`src/rtl/scalar_writeback_stage_pkg.sv`:
```
// Shared types for the scalar writeback stage: register index width and the
// {register, value} pair carried by every writeback source.
package scalar_writeback_stage_pkg;

    // {strand, reg} destination index
    localparam int REG_IDX_WIDTH = 7;

    typedef struct packed {
        logic [REG_IDX_WIDTH-1:0] reg_idx;
        logic [31:0]              value;
    } scalar_wb_t;

endpackage

```
`src/rtl/scalar_wb_fifo.sv`:
```
// Small synchronous FIFO of load results that lost arbitration to execute.
// Head data is read combinationally; push and pop may happen in the same cycle.
module scalar_wb_fifo
    import scalar_writeback_stage_pkg::*;
#(
    parameter int DEPTH = 4
) (
    input  logic                     clk,
    input  logic                     reset,
    input  logic                     push,
    input  scalar_wb_t               push_data,
    input  logic                     pop,
    output scalar_wb_t               head_data,
    output logic [$clog2(DEPTH):0]   count,
    output logic                     empty,
    output logic                     full
);

    localparam int PTR_W = $clog2(DEPTH);

    scalar_wb_t       mem [DEPTH];
    logic [PTR_W-1:0] rd_ptr;
    logic [PTR_W-1:0] wr_ptr;
    logic             do_push;
    logic             do_pop;

    assign empty     = (count == '0);
    assign full      = (count == ($clog2(DEPTH)+1)'(DEPTH));
    assign head_data = mem[rd_ptr];

    // A full FIFO still accepts a push when the head leaves in the same cycle.
    assign do_push = push && (!full || pop);
    assign do_pop  = pop && !empty;

    always_ff @(posedge clk) begin
        if (do_push) begin
            mem[wr_ptr] <= push_data;
        end
    end

    always_ff @(posedge clk) begin
        if (reset) begin
            rd_ptr <= '0;
            wr_ptr <= '0;
            count  <= '0;
        end else begin
            if (do_push) begin
                wr_ptr <= wr_ptr + 1'b1;
            end
            if (do_pop) begin
                rd_ptr <= rd_ptr + 1'b1;
            end
            case ({do_push, do_pop})
                2'b10:   count <= count + 1'b1;
                2'b01:   count <= count - 1'b1;
                default: count <= count;
            endcase
        end
    end

endmodule

```
`src/rtl/scalar_writeback_stage.sv`:
```
// Final scalar pipeline stage: merges execute results and data-cache loads onto
// the single register file write port, buffering loads that lose to execute.
module scalar_writeback_stage
    import scalar_writeback_stage_pkg::*;
#(
    parameter int LOAD_FIFO_DEPTH = 4,
    parameter int LOAD_SKID       = 2
) (
    input  logic                     clk,
    input  logic                     reset,
    input  logic                     ex_writeback_en,
    input  logic [REG_IDX_WIDTH-1:0] ex_writeback_reg,
    input  logic [31:0]              ex_writeback_value,
    input  logic                     dc_load_valid,
    input  logic [REG_IDX_WIDTH-1:0] dc_load_reg,
    input  logic [31:0]              dc_load_value,
    output logic                     wb_load_stall,
    output logic                     wb_enable_scalar_writeback,
    output logic [REG_IDX_WIDTH-1:0] wb_writeback_reg,
    output logic [31:0]              wb_writeback_value,
    output logic                     wb_load_overflow
);

    localparam int CNT_W = $clog2(LOAD_FIFO_DEPTH) + 1;
    localparam logic [CNT_W-1:0] STALL_LEVEL = CNT_W'(LOAD_FIFO_DEPTH - LOAD_SKID);

    scalar_wb_t       load_entry;
    scalar_wb_t       fifo_head;
    scalar_wb_t       sel_data;
    logic             sel_valid;
    logic             fifo_push;
    logic             fifo_pop;
    logic             fifo_empty;
    logic             fifo_full;
    logic [CNT_W-1:0] fifo_count;
    logic             push_accept;
    logic             push_dropped;
    logic [CNT_W-1:0] next_count;

    assign load_entry = '{reg_idx: dc_load_reg, value: dc_load_value};

    scalar_wb_fifo #(
        .DEPTH(LOAD_FIFO_DEPTH)
    ) u_fifo (
        .clk       (clk),
        .reset     (reset),
        .push      (fifo_push),
        .push_data (load_entry),
        .pop       (fifo_pop),
        .head_data (fifo_head),
        .count     (fifo_count),
        .empty     (fifo_empty),
        .full      (fifo_full)
    );

    // Execute has fixed timing so it always wins; buffered loads go before a
    // new load so results retire in arrival order.
    always_comb begin
        sel_valid = 1'b0;
        sel_data  = '0;
        fifo_push = 1'b0;
        fifo_pop  = 1'b0;
        if (ex_writeback_en) begin
            sel_valid = 1'b1;
            sel_data  = '{reg_idx: ex_writeback_reg, value: ex_writeback_value};
            fifo_push = dc_load_valid;
        end else if (!fifo_empty) begin
            sel_valid = 1'b1;
            sel_data  = fifo_head;
            fifo_pop  = 1'b1;
            fifo_push = dc_load_valid;
        end else if (dc_load_valid) begin
            sel_valid = 1'b1;
            sel_data  = load_entry;
        end
    end

    always_comb begin
        push_accept  = fifo_push && (!fifo_full || fifo_pop);
        push_dropped = fifo_push && fifo_full && !fifo_pop;
        next_count   = fifo_count;
        case ({push_accept, fifo_pop})
            2'b10:   next_count = fifo_count + 1'b1;
            2'b01:   next_count = fifo_count - 1'b1;
            default: next_count = fifo_count;
        endcase
    end

    // Register index/value hold on idle cycles so decode's bypass stays stable.
    always_ff @(posedge clk) begin
        if (reset) begin
            wb_enable_scalar_writeback <= 1'b0;
            wb_writeback_reg           <= '0;
            wb_writeback_value         <= '0;
            wb_load_stall              <= 1'b0;
            wb_load_overflow           <= 1'b0;
        end else begin
            wb_enable_scalar_writeback <= sel_valid;
            if (sel_valid) begin
                wb_writeback_reg   <= sel_data.reg_idx;
                wb_writeback_value <= sel_data.value;
            end
            wb_load_stall <= (next_count >= STALL_LEVEL);
            if (push_dropped) begin
                wb_load_overflow <= 1'b1;
            end
        end
    end

endmodule
```
`config.mk`:
```
export PLATFORM = sky130hd
export DESIGN_NAME = scalar_writeback_stage
export DESIGN_NICKNAME = d
export VERILOG_FILES = /design/src/rtl/scalar_writeback_stage_pkg.sv /design/src/rtl/scalar_wb_fifo.sv /design/src/rtl/scalar_writeback_stage.sv
export SDC_FILE = /design/constraint.sdc
export NUM_CORES = 1
export LEC_CHECK = 0
export CELL_PAD_IN_SITES_DETAIL_PLACEMENT = 0
export CELL_PAD_IN_SITES_GLOBAL_PLACEMENT = 1
export CORE_MARGIN = 4
export CORE_UTILIZATION = 35
export DETAILED_ROUTE_END_ITERATION = 8
export PLACE_DENSITY = 0.64
export SLEW_MARGIN = 20
export SYNTH_ARGS = -nofsm -noshare
export SYNTH_HDL_FRONTEND = slang
export SYNTH_SLANG_ARGS = --single-unit
export TNS_END_PERCENT = 100
```
`constraint.sdc`:
```
create_clock -name clk -period 3.15 [get_ports clk]
set_input_delay 0.63 -clock clk [delete_from_list [all_inputs] [get_ports clk]]
set_output_delay 0.63 -clock clk [all_outputs]
set_load 0.005 [all_outputs]
```
After elaboration in Yosys (flattened, before gate mapping)
Memory sizes are Yosys's and may differ from the RTL's. A register that Yosys moved wholly into a read port is not among the register bits.
Index checks and enable logic that the tools add are counted.
Word-level totals
  memories kept: 1
  register bits after elaboration: 49
  logic and storage cells: 45
  output and inout port bits: 42
  input port bits: 82
  memory bits (writable): 156
Cells by class
  equal/unequal tests: 5
  $add $sub $neg: 4
  magnitude comparators: 1
  muxes and demuxes: 16
  reduce and logical (&&, ||, !) cells: 10
Memory list
  u_fifo.mem: depth 4, width 39, read ports 1, clocked after memory_dff 1, wr ports 1, RTL line scalar_wb_fifo.sv:21  | scalar_wb_t mem [DEPTH];
Operators by type and width (number)
  39-bit two-way mux: 3
  3-bit one-hot mux with 2 select lines: 2
  1-bit two-way mux: 9
  2-bit by 1-bit adder with 2-bit output, second input constant: 2
  2-bit by 1-bit == test with 1-bit output, second input constant: 2
  2-bit == test, second input constant: 2
  1-bit logical AND: 4
  2-bit two-way mux: 2
  3-bit by 1-bit adder with 3-bit output, second input constant: 1
  3-bit == test, second input constant: 1
  3-bit by 2-bit greater-or-equal comparator with 1-bit output, second input constant: 1
  1-bit zero test: 3
  3-bit zero test: 1
  3-bit by 1-bit subtractor with 3-bit output, second input constant: 1
  2-bit nonzero test: 1
  1-bit logical OR: 1

Logic depth before layout (Yosys ltp)
  depth after elaboration: 8
  depth in mapped cells: 9

Modules after synthesis
From an unflattened synthesis, not the netlist that was laid out.
Unflattened totals
  cell total of the unflattened synthesis: 517
  area, all modules: 8354.3 um^2
By module, submodules not included
  scalar_wb_fifo: cells each 257, area an instance 6103.4 um^2, instances 1
  scalar_writeback_stage: cells each 260, area an instance 2250.9 um^2, instances 1

Least setup slack after synthesis
No wires, ideal clock.
  kind: in2reg
  start: input ex_writeback_en
  end: memory u_fifo.mem[0][0] (netlist name) (enable)
  data required time: 2.750 ns
  setup time: 0.400 ns
  data arrival time: 2.204 ns
  stages on the path: 4
  path buffers: 1
  setup slack: 0.546 ns
  path through: buf_2 -> xnor2_1 -> a21boi_2 -> and2_1
Between the ends
  longest elaborated chain between the ends: 5
  elaborated cells on any way between the ends: 6
  classes of those cells: 4 x mux; 2 x reduce/logical
RTL lines
  start, declared: RTL line scalar_writeback_stage.sv:11  | input logic ex_writeback_en,
  1-bit two-way mux: RTL line scalar_writeback_stage.sv:63  | if (ex_writeback_en) begin
  1-bit logical OR
  1-bit logical AND (*)
  net push_accept: RTL line scalar_writeback_stage.sv:36  | logic push_accept;
  1-bit two-way mux (*): RTL line scalar_wb_fifo.sv:36  | if (do_push) begin
  1-bit two-way mux (implied by the code) (*): RTL line scalar_wb_fifo.sv:37  | mem[wr_ptr] <= push_data;
  end, declared: RTL line scalar_wb_fifo.sv:21
Mark *: on every way through the listed nets, which the timed path passes. The rest lies on a longest branch.

Final worst setup path
  start: register u_fifo.count[0]
  end: register wb_writeback_value[3]
Between the ends
  longest elaborated chain between the ends: 3
  elaborated cells on any way between the ends: 5
  classes of those cells: 4 x mux; 1 x reduce/logical
RTL lines
  start, declared: RTL line scalar_wb_fifo.sv:14  | output logic [$clog2(DEPTH):0] count,
  start signal, assigned: RTL line scalar_wb_fifo.sv:54  | 2'b10: count <= count + 1'b1;
  start signal, assigned: RTL line scalar_wb_fifo.sv:55  | 2'b01: count <= count - 1'b1;
  start signal, assigned: RTL line scalar_wb_fifo.sv:56  | default: count <= count;
  3-bit zero test (*): RTL line scalar_wb_fifo.sv:27  | assign empty = (count == '0);
  39-bit two-way mux or 1-bit two-way mux (tied branches): RTL line scalar_writeback_stage.sv:67  | end else if (!fifo_empty) begin
  39-bit two-way mux or 1-bit two-way mux (tied branches): RTL line scalar_writeback_stage.sv:63
  end signal, assigned: RTL line scalar_writeback_stage.sv:101  | wb_writeback_value <= sel_data.value;
  end, declared: RTL line scalar_writeback_stage.sv:20  | output logic [31:0] wb_writeback_value,
Mark *: on every way between the ends. The rest lies on a longest branch, timed or not.
A chain may end at the register's enable or synchronous reset.

==> flow_summary.yaml <==
floorplanning:
  initial_utilization: 0.355
  num_io_pins: 124
  fp.dieH_um: 168
  die_w_um: 168
  fp-row-count: 58
  core_um2: 25200
  die_area_um2: 28200
pwr:
  p_leak_nw: 3.74
  finalPower_mw: 8.37
  p_per_area_nw_per_um2: 742
  ir_drop_mv: 0.404
hold_path:
  hold_path.class: "reg -> reg"
clock_network:
  cts-root-buf: "clkbuf_16"
  cts_hold_buf: 0
  htree_levels: 1
  clkTransAtPathRegs_ps: 60
  clk_path_buf_depth: 3
  ctsResizeCount: 0
  post_cts_buffers: 0
  numCtsBuffers: 23
  cts_sinks: 207
  clock_latency_ps: 500
  cts_tree: "built"
timing:
  maxSlewViolCount: 0
  worst_slew_pin_slew_ps: 827
  min_period_over_period: 0.747
  layout_setup_ws_ps: 796
  fin_crit_ps: 2350
  rsz0062_at_grt: "false"
  slew-limit-headroom: 0.449
  clock_skew_ps: 14.2
  hold_violations: 0
  fin_setup_tns_ps: 0
  max_freq_mhz: 425
  setup_viol: 0
cells_and_area:
  final_nets: 878
  postLayoutCellArea_um2: 11300
  drive_gt1_frac: 0.182
  largest_reg_flops: 156
  areaGrowthSynthToFinish_pct: 26.0
  antennaDiodeCount: 0
detailed_routing:
  drc: 0
  first_iter_violations: 357
  drt_first_pass_iters: 5
  wl_per_cell_um: 19.6
  ant_nets: 0
  routed-via-count: 5789
  vias_per_cell: 5.12
  drt_wl_total_um: 22200
placed_design:
  portBuffers: 123
  placed_cell_area_um2: 10500
  place_congestion: 0.745
  place_hpwl_um: 13600
  place_ws_ps: 791
run_status:
  status: "complete, no violations"
worst_setup_path:
  start_kind: "flop"
  cp_slowest_cell: "nand2b_4"
  path_max_fanout: 63
  max_stage_delay_ps: 490
  r2r_setup_slack_ps: 800
  cp.arrival_ps: 2750
  required_ps: 3550
  end_kind: "flop"
  path_cells: "inv_1, ha_1, nand2b_4, buf_12, o31a_1, a311oi_1"
  path_class: "reg -> reg"
synth:
  ys_seq_area_frac: 0.637
  synth_seq_cells: 207
  synth_nets: 767
  yosys_warnings: 0
  syn_area_per_cell_um2: 13.3
  ys_types: 34
  syn_area_um2: 8950
  syn-instance-count: 674
grt:
  antenna_found_initial: 0
  grt_pass1_wl_um: 35100
  grt_max_degree: 64
  grt.overflow.total: 0
  grt_use_total: 0.154
  grt_pass1_vias: 6116
run:
  drv_cap: 0
[metrics by stage]
| step | hold slack (ps) | utilization | instances |
|---|---|---|---|
| final | 476 | 0.448 | 1131 |
| after global routing | 498 | 0.448 | 1131 |
| after CTS | 476 | 0.448 | 1131 |
| after detailed placement | 467 | 0.418 | 1090 |
| after global placement | 461 | 0.418 | 1090 |
| after floorplan | 453 | - | 674 |
[critical path: cells and delay by family (launching register included)]
| kind | cells | cell delay [ps] |
|---|---|---|
| AO/OA/AOI/OAI | 2 | 610 |
| AND/OR/NAND/NOR | 1 | 490 |
| buffers and inverters | 2 | 460 |
| flip-flops | 1 | 340 |
| adder cells (fa/ha/maj) | 1 | 310 |
[layer usage]
layer / vias to the layer above / wire length [µm] / global-route usage
li1: 2767 / - / -
met1: 2848 / 10100 / 0.214
met2: 158 / 10400 / 0.255
met3: 16 / 1480 / 0.0315
met4: 0 / 187 / 0.0268
met5: - / 0 / 0
[cells by family after synthesis]
logic type                 synth area share
AOI/OAI and AO/OA                    0.0911
xor gates and xnor gates            0.00489
adders and majority gates            0.0154
buffers and inverters                0.0366
and+or+nand+nor                       0.117
DFF                                   0.637
muxes                                0.0978
[power by group]
| part | total [mW] | internal, mW | switching, mW | leakage [nW] |
|---|---|---|---|---|
| Clock | 2.63 | 1.55 | 1.07 | 0.367 |
| Sequential | 3.55 | 3.37 | 0.184 | 1.85 |
| Combinational | 2.20 | 1.01 | 1.18 | 1.53 |
[Yosys cell counts]
master / count / area, µm²
edfxtp_1: 156 / 4680
mux2_2: 76 / 856
nand3_1: 72 / 360
dfxtp_1: 51 / 1020
nor2_1: 45 / 169
nor2b_1: 45 / 282
nand2_1: 39 / 146
a311oi_1: 36 / 315
o31a_1: 36 / 315
buf_2: 22 / 110
clkbuf_1: 21 / 78.8
ha_1: 11 / 138
inv_1: 9 / 33.8
buf_6: 6 / 67.6
buf_4: 5 / 37.5
a211oi_1: 4 / 30.0
a21oi_1: 4 / 20.0
and2_1: 4 / 25.0
o31ai_1: 4 / 30.0
xor2_1: 4 / 35.0
a2111oi_0: 3 / 26.3
o21ai_0: 3 / 15.0
o32ai_1: 3 / 26.3
a221oi_1: 2 / 17.5
mux2i_1: 2 / 20.0
nand2b_1: 2 / 12.5
or3_1: 2 / 12.5
a21boi_2: 1 / 11.3
a41oi_1: 1 / 8.76
nand2b_4: 1 / 13.8
nor2_2: 1 / 6.26
or4_1: 1 / 7.51
or4b_1: 1 / 10.0
xnor2_1: 1 / 8.76
[layout make-up]
| class | count | area, µm² |
|---|---|---|
| clock inverter | 15 | 136 |
| fill | 2296 | 13900 |
| timing repair buffer | 140 | 1450 |
| inverter | 9 | 33.8 |
| clock buffer | 26 | 607 |
| sequential | 207 | 5710 |
| multi-input combinational | 404 | 2940 |
| tap | 330 | 413 |
[placed cells by master (no fill, tap or decap), types with 10 or more instances in the layout]
master	n
o31a_1	36
dfxtp_1	50
a311oi_1	36
nor2_1	45
nand3_1	72
clkdlybuf4s50_1	120
buf_4	10
nand2_1	39
edfxtp_1	156
mux2_2	76
nor2b_1	44
clkbuf_16	23
ha_1	11
[final timing paths]
check / start / end / cells past startpoint
worst max-delay path: u_fifo.count[0] / wb_writeback_value[3] / 6
worst min-delay path: u_fifo.rd_ptr[1] / flop / 2
worst max register to register: u_fifo.count[0] / wb_writeback_value[3] / 6
worst min register to register: u_fifo.rd_ptr[1] / flop / 2
Note: power is estimated with default switching activity, not from simulation.
